## config.mk

```make
export PLATFORM = sky130hd
export DESIGN_NAME = pu_tile_scheduler
export DESIGN_NICKNAME = d
export VERILOG_FILES = /design/src/rtl/pu_tile_scheduler.sv
export SDC_FILE = /design/constraint.sdc
export NUM_CORES = 1
export LEC_CHECK = 0
export ABC_CLOCK_PERIOD_IN_PS = 6350
export CORE_UTILIZATION = 40
export DETAILED_ROUTE_END_ITERATION = 6
export PLACE_DENSITY = 0.75
export SETUP_SLACK_MARGIN = 0.2
export SYNTH_ARGS = -nofsm -noshare
export SYNTH_HDL_FRONTEND = slang
export SYNTH_SLANG_ARGS = --single-unit
```

## constraint.sdc

```tcl
create_clock -name clock -period 6.35 [get_ports clock]
set_clock_uncertainty 0.1 [all_clocks]
set_input_delay 1.905 -clock clock [delete_from_list [all_inputs] [get_ports clock]]
set_output_delay 1.905 -clock clock [all_outputs]
set_load 0.1 [all_outputs]
```

## src/rtl/pu_tile_scheduler.sv

```systemverilog
// pu_tile_scheduler: sequences processing_unit over a layer split into tiles.
// For each tile the operands are loaded, the PU is cleared, the PU is run
// until it reports done, and its output words are drained. The block
// produces control only and carries no datapath.
// Every output is registered (Moore). Outputs are decoded from the next
// state, so each one changes on the same edge as the state it belongs to.
// Optional feature: define SCHED_WATCHDOG_EN to enable the RUN watchdog
// (err_timeout). Without it, err_timeout is tied low and RUN waits for
// pu_done indefinitely.
module pu_tile_scheduler #(
    parameter int TILE_W      = 8,
    parameter int DRAIN_COUNT = 16,
    parameter int DRAIN_W     = (DRAIN_COUNT > 1) ? $clog2(DRAIN_COUNT) : 1,
    parameter int RUN_MIN     = 2,
    parameter int TIMEOUT_CYC = 4096
) (
    input  logic              clock,
    input  logic              reset,
    input  logic              start,
    input  logic              abort,
    input  logic [TILE_W-1:0] num_tiles,
    output logic              busy,
    output logic              layer_done,
    output logic [TILE_W-1:0] tile_idx,
    output logic              load_req,
    output logic [TILE_W-1:0] load_tile,
    input  logic              load_ack,
    output logic              pu_reset,
    output logic              pu_enable,
    input  logic              pu_done,
    output logic              drain_valid,
    output logic [DRAIN_W-1:0] drain_idx,
    input  logic              drain_ready,
    output logic              err_timeout
);

    localparam logic [2:0] S_IDLE  = 3'd0;
    localparam logic [2:0] S_LOAD  = 3'd1;
    localparam logic [2:0] S_CLEAR = 3'd2;
    localparam logic [2:0] S_RUN   = 3'd3;
    localparam logic [2:0] S_DRAIN = 3'd4;
    localparam logic [2:0] S_DONE  = 3'd5;

    // The RUN counter only has to reach RUN_MIN, unless the watchdog needs
    // it to count all the way to the timeout limit.
`ifdef SCHED_WATCHDOG_EN
    localparam int RUN_LIM = (TIMEOUT_CYC > RUN_MIN) ? TIMEOUT_CYC : RUN_MIN;
`else
    localparam int RUN_LIM = RUN_MIN;
`endif
    localparam int RUN_W = $clog2(RUN_LIM + 1);

    localparam logic [RUN_W-1:0]   RUN_MIN_C  = RUN_W'(RUN_MIN);
    localparam logic [RUN_W-1:0]   RUN_LIM_C  = RUN_W'(RUN_LIM);
    localparam logic [DRAIN_W-1:0] DRAIN_LAST = DRAIN_W'(DRAIN_COUNT - 1);

    logic [2:0]        state;
    logic [2:0]        state_n;
    logic [TILE_W-1:0] num_lat;
    logic [RUN_W-1:0]  run_cnt;

    logic done_ok;      // pu_done is trusted only after RUN_MIN RUN cycles
    logic drain_fire;   // output word accepted this cycle
    logic drain_last;   // final word of the tile accepted this cycle
    logic last_tile;    // current tile is the last one of the layer
    logic zero_layer;   // start with an empty layer: pulse done, stay idle
    logic accept_start; // start taken with a non-empty layer
`ifdef SCHED_WATCHDOG_EN
    logic timeout_hit;  // RUN has used its whole cycle budget without done
`endif

    // Next-state and handshake decode.
    always_comb begin
        // NOTE: every signal gets a default before the case so that no path
        // leaves a value unassigned and no latch is inferred.
        done_ok      = pu_done && (run_cnt >= RUN_MIN_C);
        drain_fire   = drain_valid && drain_ready;
        drain_last   = drain_fire && (drain_idx == DRAIN_LAST);
        last_tile    = (tile_idx == (num_lat - TILE_W'(1)));
        zero_layer   = (state == S_IDLE) && start && (num_tiles == '0);
        accept_start = (state == S_IDLE) && start && (num_tiles != '0);
`ifdef SCHED_WATCHDOG_EN
        timeout_hit  = (state == S_RUN) && !done_ok &&
                       (run_cnt >= RUN_W'(TIMEOUT_CYC - 1));
`endif
        state_n      = state;

        case (state)
            S_IDLE:  if (accept_start) state_n = S_LOAD;
            S_LOAD:  if (load_ack) state_n = S_CLEAR;
            S_CLEAR: state_n = S_RUN;
            S_RUN: begin
                if (done_ok) begin
                    state_n = S_DRAIN;
                end
`ifdef SCHED_WATCHDOG_EN
                else if (timeout_hit) begin
                    state_n = S_DONE;
                end
`endif
            end
            S_DRAIN: if (drain_last) state_n = last_tile ? S_DONE : S_LOAD;
            S_DONE:  state_n = S_IDLE;
            default: state_n = S_IDLE;
        endcase

        // Abort wins over every handshake; in IDLE there is nothing to abort.
        if (abort && (state != S_IDLE)) state_n = S_IDLE;
    end

    // State, registered outputs and counters.
    always_ff @(posedge clock or negedge reset) begin
        if (!reset) begin
            state       <= S_IDLE;
            busy        <= 1'b0;
            layer_done  <= 1'b0;
            load_req    <= 1'b0;
            pu_reset    <= 1'b0;
            pu_enable   <= 1'b0;
            drain_valid <= 1'b0;
            drain_idx   <= '0;
            tile_idx    <= '0;
            num_lat     <= '0;
            run_cnt     <= '0;
        end else begin
            // NOTE: sequential state uses non-blocking assignments so every
            // register samples pre-edge values, whatever the statement order.
            state       <= state_n;
            busy        <= (state_n != S_IDLE);
            layer_done  <= (state_n == S_DONE) || zero_layer;
            load_req    <= (state_n == S_LOAD);
            pu_reset    <= (state_n == S_CLEAR);
            pu_enable   <= (state_n == S_RUN);
            drain_valid <= (state_n == S_DRAIN);

            if (accept_start) num_lat <= num_tiles;

            // Tile index restarts on every return to idle and advances
            // when a finished tile hands over to the next load.
            if (state_n == S_IDLE) begin
                tile_idx <= '0;
            end else if ((state == S_DRAIN) && (state_n == S_LOAD)) begin
                tile_idx <= tile_idx + TILE_W'(1);
            end

            // Drain index holds while stalled and restarts for every tile.
            if (state_n != S_DRAIN) begin
                drain_idx <= '0;
            end else if (drain_fire) begin
                drain_idx <= drain_idx + DRAIN_W'(1);
            end

            // RUN cycle counter: cleared in CLEAR, saturates while running.
            if (state == S_CLEAR) begin
                run_cnt <= '0;
            end else if ((state == S_RUN) && (run_cnt != RUN_LIM_C)) begin
                run_cnt <= run_cnt + RUN_W'(1);
            end
        end
    end

    assign load_tile = tile_idx;

`ifdef SCHED_WATCHDOG_EN
    // Sticky watchdog flag: set on a RUN timeout, cleared by the next layer.
    always_ff @(posedge clock or negedge reset) begin
        if (!reset) begin
            err_timeout <= 1'b0;
        end else if (accept_start) begin
            err_timeout <= 1'b0;
        end else if (timeout_hit && !abort) begin
            err_timeout <= 1'b1;
        end
    end
`else
    assign err_timeout = 1'b0;
`endif

endmodule

```

==> impl_metrics.yaml <==
drt:
  ant_nets: 0
  wl_per_cell_um: 14.2
  wl_mm: 4.03
  first_pass_iters: 4
  vias: 1550
  drc: 0
  dr.first_iter.drc_count: 110
  vias_per_cell: 5.46
worst_setup_path:
  worstSetupStartpointType: "input port"
  slowest_delay_ps: 550
  critPathSlowestCell: "or4_1"
  critical_path_class: "input port to flop"
  r2r_cells: 9
  cp_max_fo: 9
  crit_arrival_ps: 4170
  path_cells: "clkdlybuf4s50_1, or4_1, nor2_1, nor2b_1, a21oi_4, and2_1, inv_1, o2bb2ai_1, mux2_2"
  crit_path_end_kind: "flop"
  critPathRequiredTime_ps: 6410
timing:
  maxSlewHeadroom: 0.349
  rsz0062_at_grt: "false"
  drv_slew: 0
  finalHoldViolCount: 0
  finalSetupViolations: 0
  setup-tns-final_ps: 0
  worst_pin_slew_ps: 973
  period_needed_ps: 4110
  fin_crit_sh: 0.647
  max_freq_ghz: 0.243
yosys:
  syn_area_per_cell_um2: 9.12
  yosys-top-cells-count: "31 x dfrtp_1, 28 x nand2_1, 16 x nor2_1"
  syn-num-nets: 217
  ys_ff_latch: 31
  ys_warn_count: 0
  yosys.cell_types.count: 46
  yosys.area.top_type: "dfrtp_1"
  synth_top_cell_area_share: 0.430
  netlist_area_mm2: 0.00181
  synthTopCellsByArea: "dfrtp_1 43%, nand2_1 5.8%, xnor2_1 3.9%"
  synth_seq_area_share: 0.430
  synth_flop_cell: "dfrtp_1"
  synth_edf_count: 0
  synth.most_common_cell: "dfrtp_1"
  async_flop_share: 1.00
  synth_cells: 198
floorplanning:
  core_area_mm2: 0.00435
  die-area_mm2: 0.00479
  rows: 24
  io_pins: 42
  chipHeight_um: 69.2
  start_util: 0.415
  dieWidth_um: 69.2
clocking:
  h-tree-depth: 2
  cts_hold_buf: 0
  clockRootBuffer: "clkbuf_8"
  clk_latency_ps: 280
  cts_buffer_depth: 2
  clk_pin_slew_ps: 60
  cts_buffers: 5
  cts_tree: "built"
  cts_resized: 0
  post_cts_buffers: 0
  cts_sinks: 31
placed_design:
  placed_area_mm2: 0.00219
  gp_congestion: 0.784
  post-dp-hpwl_mm: 2.90
  io_buffers: 40
worst_hold_path:
  hp-class: "flop to flop"
  min_delay_path_depth: 1
run:
  maxCapViolations: 0
pwr:
  total_power_uw: 751
  p_leak_nw: 0.964
  power.density_mw_per_mm2: 331
  peakVddDrop_mv: 0.230
layout:
  layout.nets: 252
  antenna_cells: 0
  syn_to_final_growth_pct: 25.6
  post-route-cell-area_mm2: 0.00227
  drive_above_1_share: 0.0517
  utilization: 0.521
global_routing:
  grt_overflow_total: 0
  antenna_found_initial: 0
  grt_pass1_vias: 1477
  grt_pass1_wl_mm: 6.74
  grt_max_degree: 32
  grt_use_total: 0.178
outcome:
  status: "completed"
==> critical path, delay by kind of cell <==
kind | cells | cell delay, ps
multiplexers | 1 | 270
AND/OR/NAND/NOR | 4 | 1090
AO/OA/AOI/OAI | 2 | 390
buffers and inverters | 2 | 520
==> layout by cell type, fill, tap and decap left out, types with 4 or more instances in the layout <==
cell / n
xor2_1: 5
ha_1: 4
xnor2_1: 8
or4_1: 5
inv_1: 11
nand2_1: 28
o31ai_1: 6
dfrtp_1: 31
nor2_1: 16
and3_1: 4
a21oi_1: 7
clkdlybuf4s50_1: 40
o21ai_0: 6
nand3_1: 7
clkbuf_8: 5
==> registers in the layout (all words and copies together), names as in the netlist <==
register	flops
busy	1
drain_idx	4
drain_valid	1
layer_done	1
load_req	1
load_tile	8
num_lat	8
pu_enable	1
pu_reset	1
run_cnt	2
state	3
==> final cells by class <==
cell class	count	area, um2
clock buffer	6	72.6
fill	400	2090
inverter	11	41.3
multi-input combinational	143	905
sequential	31	776
tap	52	65.1
timing repair buffer	41	408
==> metrics by stage <==
stage,hold WS [ps],instances,worst slack [ps]
floorplan,352,198,2630
global placement,373,278,2020
detailed placement,375,278,1950
CTS,385,284,2240
global route,430,284,2040
finish,383,284,2240
==> kinds of logic after synthesis <==
kind of cell / share of synthesized area
compound gates: 0.142
other cells: 0.00208
xor+xnor: 0.0631
buf+inv: 0.0693
mux: 0.0173
simple gates: 0.243
fa+ha+maj: 0.0333
flops: 0.430
==> power breakdown <==
group	switching, mW	leakage (nW)	total (mW)	internal [mW]
clock	0.0680	0.0371	0.141	0.0729
sequential	0.0478	0.413	0.288	0.240
combinational	0.196	0.514	0.322	0.125
total	0.312	0.964	0.751	0.439
==> routing by layer <==
layer | share of wire | wire length, um | global-route usage | up-vias
met5 | 0 | 0 | 0 | -
met4 | 0.0084 | 34 | 0.0680 | 0
met2 | 0.48 | 1950 | 0.285 | 51
met1 | 0.46 | 1860 | 0.223 | 744
li1 | - | - | - | 751
met3 | 0.048 | 194 | 0.0610 | 4
==> path summary, 6_finish.rpt <==
check / slack, ps / to / startpoint
max: 2240 / load_tile[6] / num_tiles[3]
min: 380 / run_cnt[0] / run_cnt[0]
max reg2reg: 3660 / load_tile[4] / num_lat[0]
min reg2reg: 380 / run_cnt[0] / run_cnt[0]
max in group asynchronous: 3930 / drain_valid / reset
min in group asynchronous: 1920 / load_tile[0] / reset
Power figures use the tool's default switching activity.
